<file path="config.mk">
export PLATFORM = sky130hd
export DESIGN_NAME = adam_periph_gpio_filter_flat
export DESIGN_NICKNAME = d
export VERILOG_FILES = /design/src/rtl/adam_periph_gpio_filter_if.sv /design/src/rtl/adam_periph_gpio_filter.sv /design/src/flat_wrapper.sv
export SDC_FILE = /design/constraint.sdc
export NUM_CORES = 1
export LEC_CHECK = 0
export CAP_MARGIN = 20
export CELL_PAD_IN_SITES_DETAIL_PLACEMENT = 1
export CELL_PAD_IN_SITES_GLOBAL_PLACEMENT = 1
export CORE_MARGIN = 2
export CORE_UTILIZATION = 39
export CTS_CLUSTER_SIZE = 25
export DETAILED_ROUTE_END_ITERATION = 6
export PLACE_DENSITY = 0.82
export SYNTH_ARGS = -nofsm -noshare
export SYNTH_HDL_FRONTEND = slang
export SYNTH_SLANG_ARGS = --single-unit
</file>
<file path="constraint.sdc">
create_clock -name clk -period 2.5 [get_ports clk]
set_input_delay 0.375 -clock clk [delete_from_list [all_inputs] [get_ports clk]]
set_output_delay 0.375 -clock clk [all_outputs]
set_load 0.1 [all_outputs]
</file>
<file path="src/rtl/adam_periph_gpio_filter_if.sv">
// Pin-side bus of the GPIO input filter: pause handshake, filter config and pin levels.
// The master drives the pads and configuration; the slave is the filter.
interface adam_periph_gpio_filter_if #(
  parameter int unsigned GPIO_WIDTH  = 16,
  parameter int unsigned PRESC_WIDTH = 16,
  parameter int unsigned CNT_WIDTH   = 4
);
  logic                   pause_req;
  logic                   pause_ack;
  logic [PRESC_WIDTH-1:0] presc;
  logic [CNT_WIDTH-1:0]   filt;
  logic [GPIO_WIDTH-1:0]  en;
  logic [GPIO_WIDTH-1:0]  pad_i;
  logic [GPIO_WIDTH-1:0]  pin_o;
  logic [GPIO_WIDTH-1:0]  rise_o;
  logic [GPIO_WIDTH-1:0]  fall_o;

  modport master (
    output pause_req, presc, filt, en, pad_i,
    input  pause_ack, pin_o, rise_o, fall_o
  );

  modport slave (
    input  pause_req, presc, filt, en, pad_i,
    output pause_ack, pin_o, rise_o, fall_o
  );
endinterface

</file>
<file path="src/rtl/adam_periph_gpio_filter.sv">
// GPIO input conditioning: 2-FF synchronizer, prescaled debounce filter, edge pulses,
// all freezable through the pause handshake (the synchronizer always runs).
module adam_periph_gpio_filter #(
  parameter int unsigned GPIO_WIDTH  = 16,
  parameter int unsigned PRESC_WIDTH = 16,
  parameter int unsigned CNT_WIDTH   = 4
) (
  input  logic                        clk,
  input  logic                        rst_n,
  adam_periph_gpio_filter_if.slave    bus
);

  typedef enum logic {
    RUN    = 1'b0,
    PAUSED = 1'b1
  } state_e;

  state_e state_q, state_d;

  logic [GPIO_WIDTH-1:0]                s1_q, s2_q;
  logic [GPIO_WIDTH-1:0]                pin_q, pin_d;
  logic [GPIO_WIDTH-1:0]                rise_q, rise_d;
  logic [GPIO_WIDTH-1:0]                fall_q, fall_d;
  logic [PRESC_WIDTH-1:0]               pcnt_q, pcnt_d;
  logic [GPIO_WIDTH-1:0][CNT_WIDTH-1:0] cnt_q, cnt_d;
  logic                                 paused_c;
  logic                                 tick_c;

  // Pause handshake: ack is simply the registered state
  always_ff @(posedge clk or negedge rst_n) begin
    if (!rst_n) state_q <= RUN;
    else        state_q <= state_d;
  end

  always_comb begin
    state_d = state_q;
    case (state_q)
      RUN:     if (bus.pause_req)  state_d = PAUSED;
      PAUSED:  if (!bus.pause_req) state_d = RUN;
      default: state_d = RUN;
    endcase
  end

  assign paused_c      = (state_q == PAUSED);
  assign bus.pause_ack = paused_c;

  // Prescaler, per-pin filter and edge detection
  always_comb begin
    tick_c = (pcnt_q >= bus.presc);
    pcnt_d = pcnt_q;
    pin_d  = pin_q;
    cnt_d  = cnt_q;
    rise_d = '0;
    fall_d = '0;
    if (!paused_c) begin
      pcnt_d = tick_c ? '0 : pcnt_q + PRESC_WIDTH'(1);
      for (int unsigned i = 0; i < GPIO_WIDTH; i++) begin
        if (!bus.en[i]) begin
          pin_d[i] = s2_q[i];
          cnt_d[i] = '0;
        end else if (s2_q[i] == pin_q[i]) begin
          cnt_d[i] = '0;
        end else if (tick_c) begin
          if (cnt_q[i] == bus.filt) begin
            pin_d[i] = s2_q[i];
            cnt_d[i] = '0;
          end else begin
            cnt_d[i] = cnt_q[i] + CNT_WIDTH'(1);
          end
        end
      end
      rise_d = ~pin_q & pin_d;
      fall_d = pin_q & ~pin_d;
    end
  end

  always_ff @(posedge clk or negedge rst_n) begin
    if (!rst_n) begin
      s1_q   <= '0;
      s2_q   <= '0;
      pin_q  <= '0;
      rise_q <= '0;
      fall_q <= '0;
      pcnt_q <= '0;
      cnt_q  <= '0;
    end else begin
      s1_q   <= bus.pad_i;
      s2_q   <= s1_q;
      pin_q  <= pin_d;
      rise_q <= rise_d;
      fall_q <= fall_d;
      pcnt_q <= pcnt_d;
      cnt_q  <= cnt_d;
    end
  end

  assign bus.pin_o  = pin_q;
  assign bus.rise_o = rise_q;
  assign bus.fall_o = fall_q;

endmodule

</file>
<file path="src/flat_wrapper.sv">
// flat-port wrapper written by rule: the top's interface ports become plain ports
module adam_periph_gpio_filter_flat 
#(
  parameter int unsigned GPIO_WIDTH  = 16,
  parameter int unsigned PRESC_WIDTH = 16,
  parameter int unsigned CNT_WIDTH   = 4
)
  (clk, rst_n, bus_pause_req, bus_presc, bus_filt, bus_en, bus_pad_i, bus_pause_ack, bus_pin_o, bus_rise_o, bus_fall_o);
  adam_periph_gpio_filter_if #(.GPIO_WIDTH(GPIO_WIDTH), .PRESC_WIDTH(PRESC_WIDTH), .CNT_WIDTH(CNT_WIDTH)) bus_i ();
  input  logic clk;
  input  logic rst_n;
  input wire logic [$bits(bus_i.pause_req)-1:0] bus_pause_req;
  input wire logic [$bits(bus_i.presc)-1:0] bus_presc;
  input wire logic [$bits(bus_i.filt)-1:0] bus_filt;
  input wire logic [$bits(bus_i.en)-1:0] bus_en;
  input wire logic [$bits(bus_i.pad_i)-1:0] bus_pad_i;
  output wire logic [$bits(bus_i.pause_ack)-1:0] bus_pause_ack;
  output wire logic [$bits(bus_i.pin_o)-1:0] bus_pin_o;
  output wire logic [$bits(bus_i.rise_o)-1:0] bus_rise_o;
  output wire logic [$bits(bus_i.fall_o)-1:0] bus_fall_o;
  assign bus_i.pause_req = bus_pause_req;
  assign bus_i.presc = bus_presc;
  assign bus_i.filt = bus_filt;
  assign bus_i.en = bus_en;
  assign bus_i.pad_i = bus_pad_i;
  assign bus_pause_ack = bus_i.pause_ack;
  assign bus_pin_o = bus_i.pin_o;
  assign bus_rise_o = bus_i.rise_o;
  assign bus_fall_o = bus_i.fall_o;
  adam_periph_gpio_filter #(.GPIO_WIDTH(GPIO_WIDTH), .PRESC_WIDTH(PRESC_WIDTH), .CNT_WIDTH(CNT_WIDTH)) u_core (.clk(clk), .rst_n(rst_n), .bus(bus_i));
endmodule
</file>
After elaboration in Yosys (flattened, before gate mapping)
Cells that the tools add are included.
{ "totals": {"reg_bits": 161, "in_bits": 55, "out_inout_bits": 49, "word_cells": 258} }
{ "classes": {"n_addsub": 17, "magnitude_cmp": 1, "n_eq_ne": 48, "mux": 148, "bitwise_logic": 5, "reduce_logical": 16} }
{ "ops": {"columns": ["cell", "count"], "rows": [
  ["4-bit 2-to-1 mux", 64],
  ["1-bit 2-to-1 mux", 81],
  ["4-bit by 1-bit adder with 4-bit output, second input constant", 16],
  ["4-bit == test", 16],
  ["16-bit 2-to-1 mux", 3],
  ["3-bit by 1-bit != test with 1-bit output, second input constant", 16],
  ["16-bit bitwise AND", 2],
  ["16-bit inverter", 2],
  ["2-bit AND reduction", 16],
  ["16-bit by 1-bit adder with 16-bit output, second input constant", 1],
  ["1-bit == test", 16],
  ["16-bit greater-or-equal comparator", 1],
  ["1-bit inverter", 1]
]} }

Depth between registers and ports, before layout
{ "logic_depth": {"ltp_word": 9, "mapped_depth": 10, "mapped_depth_nobuf": 8} }

Worst setup path before layout
Ideal clock, no wire load.
{ "synth_timing": {"path_kind": "register -> register", "startpoint": "reg u_core.pcnt_q[0]", "endpoint": "reg u_core.pin_q[12] (netlist: u_core.bus.pin_o[12])", "setup_time_ns": 0.126, "arrival_ns": 2.263, "required_ns": 2.374, "path_slack_ns": 0.111, "stages_incl_launch_ff": 10, "n_path_buf": 1, "period_less_slack_ns": 2.389, "cell_sequence": "dfrtp_1 -> inv_1 -> ha_1 -> nand2b_1 -> a2111o_1 -> a32oi_2 -> buf_6 -> a21oi_1 -> o21ai_2 -> mux2_2"} }
{ "synth_between": {"elab_chain_cells": 5} }
{ "synth_lines": {"columns": ["item", "line_no", "rtl"], "rows": [
  ["start: declaration", "adam_periph_gpio_filter.sv:24", "logic [PRESC_WIDTH-1:0] pcnt_q, pcnt_d;"],
  ["start signal: assignment", "adam_periph_gpio_filter.sv:92", "pcnt_q <= pcnt_d;"],
  ["16-bit greater-or-equal comparator", "adam_periph_gpio_filter.sv:49", "tick_c = (pcnt_q >= bus.presc);"],
  ["1-bit 2-to-1 mux", "adam_periph_gpio_filter.sv:63", "end else if (tick_c) begin"],
  ["1-bit 2-to-1 mux", "adam_periph_gpio_filter.sv:61", "end else if (s2_q[i] == pin_q[i]) begin"],
  ["1-bit 2-to-1 mux", "adam_periph_gpio_filter.sv:58", "if (!bus.en[i]) begin"],
  ["1-bit 2-to-1 mux", "adam_periph_gpio_filter.sv:55", "if (!paused_c) begin"],
  ["end signal: assignment", "adam_periph_gpio_filter.sv:89", "pin_q <= pin_d;"],
  ["end: declaration", "adam_periph_gpio_filter.sv:21", "logic [GPIO_WIDTH-1:0] pin_q, pin_d;"]
]} }
Every way passes these cells. The select of a mux whose other input is x is not followed.
A chain may end at the register's enable or synchronous reset.

Worst setup path in the final report
{ "layout_timing": {"startpoint": "reg u_core.pcnt_q[0]", "endpoint": "reg u_core.pin_q[3] (netlist: u_core.bus.pin_o[3])"} }
The elaborated chain is that of the path after synthesis.

==> flow_summary.ini <==
[place]
hpwl_mm = 16.6
gp_congestion = 0.785
io_buffers = 103
postPlaceCellArea_sq_um = 10700

[yosys]
netlist.area_leader.share_pct = 45.9
seq_area_frac_synth_pct = 45.9
ys_types = 49
yosys-top-cells-area = dfrtp_1, xor2_1, ha_1
netlist_instances = 868
synth-warning-count = 0
avgSynthCellArea_sq_um = 10.1
synthTopCellsByCount = dfrtp_1, xor2_1, nor2_1
yosysTopAreaCell = dfrtp_1
synth_top_flop_cell = dfrtp_1
synth_nets = 956
ys_ff_latch = 161
yosysMostFrequentCell = dfrtp_1
synth_area_sq_um = 8780
async_flop_share_pct = 100
synth_edf_count = 0

[setup_path]
worstPathRequired_ps = 2830
crit_top_cell = buf_12
critical_path.startpoint = u_core.pcnt_q[0]
cp_cell_sequence = inv_2 -> ha_4 -> nand2b_4 -> a2111o_1 -> a32oi_4 -> buf_12 -> buf_12 -> a21oi_2 -> o21ai_2 -> mux2_4
worst_setup_path_start_kind = register
worst-path-buf-inv = 3
path_delay_family = compound AO/OA/AOI/OAI gates
slowest_stage = a2111o_1
cp-end-kind = register
cp_max_fo = 7
critPathKind = register to register
arrival_ps = 2900
r2r_start = u_core.pcnt_q[0]
critPathMaxStageDelay_ps = 450

[grt]
grt.met2_usage_pct = 41.8
track_usage_pct = 23.0
grt_pass1_wl_mm = 43.9
use_met3_pct = 4.14
grt_busiest_layer = met2
met1_usage_pct = 27.1
antenna_found_initial = 0
grt_max_degree = 70
grt_overflow = 0
grt_pass1_vias = 8535

[floorplan]
rows = 54
ios = 104
initial_core_util_pct = 40.0
die_w_um = 154
core_area_sq_um = 22000
die_y_um = 154
die_area_sq_um = 23700

[power_and_ir_drop]
clock_power_share_pct = 31.1
p_leak_nw = 5.58
combPwrFrac_pct = 35.1
p_per_area_nw_per_um2 = 742
p_sw_share_pct = 36.7
finalPower_mw = 9.01
p_switching_mw = 3.30
internal_power_mw = 5.70
peakVddDrop_uv = 563
p_seq_share_pct = 33.8

[route]
vias = 7950
wl_per_cell_um = 22.3
drt_pass1_iterations = 5
drc = 0
routed_wl_mm = 30.1
ant_nets = 0
drt_iter0_drc = 469
via_per_inst = 5.88

[layout]
area_delta_synth_final_pct = 38.3
finalNetCount = 1146
final_cell_area_sq_um = 12100
post-route-util_pct = 55.3
final_layout_size_suffix_gt1_share_pct = 25.4
diodes = 0

[sta]
fin_crit_ps = 2570
whs_ps = 348
finalSetupTns_ps = -323
fin_ws_ps = -72.7
skew_ps = 7.21
rsz0062_at_grt = yes
fmax_mhz = 389
maxSlewViolCount = 0
finalCritPeriodShare_pct = 103
finalSetupViolCount = 13
worstMarginPinSlew_ps = 760
max-slew-margin-rel_pct = 49.2
final-hold-violation-count = 0

[clock_network]
htreeDepth = 4
cts_tree = done
insertion_delay_ps = 450
cts.sinks = 161
cts_made_buffers = 17
cts.path.max_buffers = 2
root_buffer = clkbuf_16
clk_pin_slew_ps = 70

[run]
maxCapViolations = 0

[status]
violations = setup timing
status = complete, but fails checks

[worst_hold_path]
hold_path_class = register to register
worstHoldStart = u_core.s1_q[1]
per-layer routing:
metal,vias up,part of all wire (%)
met5,-,0
met3,94,4.7
met4,0,3.7
met2,266,51
li1,3536,-
met1,4054,40
registers in the layout, summed over array words and instances, names as in the netlist:
name,count
u_core.bus.rise_o,16
u_core.pcnt_q,16
u_core.bus.pause_ack,1
u_core.bus.pin_o,16
u_core.cnt_q,64
u_core.s2_q,16
u_core.s1_q,16
u_core.bus.fall_o,16
repair_timing:
| action | in CTS | in global routing |
|---|---|---|
| buffers inserted | 3 | 12 |
| endpoints found under the hold margin | 52 | 0 |
| hold buffers | 1 | 0 |
| gates cloned | 1 | 7 |
| endpoints found under the setup margin | 84 | 106 |
| pin swaps | 9 | 54 |
| resized for setup | 30 | 74 |
path summary, 6_finish.rpt:
kind | end | slack (ps) | cells after the start
worst min-delay path | u_core.s2_q[1] | 350 | 0
worst min register to register | u_core.s2_q[1] | 350 | 0
worst max register to register | u_core.bus.pin_o[3] | -70 | 10
worst max-delay path | u_core.bus.pin_o[3] | -70 | 10
min in group asynchronous | u_core.s1_q[9] | 500 | 2
max in group asynchronous | u_core.bus.pause_ack | 1190 | 3
stage by stage:
stage               worst slack [ps]  instances
global placement                -520       1297
finish                         -72.7       1351
CTS                            -40.2       1333
floorplan                        111        868
global route                    -151       1351
detailed placement              -566       1297
power by group through the flow:
stage / logic (mW) / registers, mW / clock network (mW)
3_5_place_dp: 2.50 / 3.06 / 0
2_1_floorplan: 0.961 / 3.58 / 0
3_3_place_gp: 2.43 / 3.04 / 0
5_1_grt: 3.34 / 3.07 / 2.94
6_report: 3.16 / 3.04 / 2.80
4_1_cts: 2.61 / 3.02 / 2.83
area by class of cell:
class	instances	area, sq um
clock inverter	12	156
timing repair buffer	209	2070
clock buffer	20	457
inverter	42	158
sequential	161	4030
tap	280	350
multi-input combinational	627	4920
fill	2329	9820
placed cells by master (no fill, tap or decap), types with 19 or more instances in the layout:
cell type and count:
nor2_1 60, nor3b_1 20, nand2_1 50, dfrtp_1 160, xor2_1 69, inv_1 37, buf_4 120, clkdlybuf4s50_1 51
a22o_1 22, ha_1 26, clkbuf_16 22, nand2b_1 34, nand3_1 38, o211ai_1 30, nand4_1 19
cell families after synthesis:
kind of cell             count (synthesis)  share of synthesized area, %
AO/OA/AOI/OAI                          200                          17.1
multiplexers                             6                         0.769
adder cells (fa/ha/maj)                 33                          4.70
flip-flops                             161                          45.9
AND/OR/NAND/NOR                        317                          20.5
buffers and inverters                   80                          3.99
XOR/XNOR                                71                          7.08
Power figures use the tool's default switching activity.
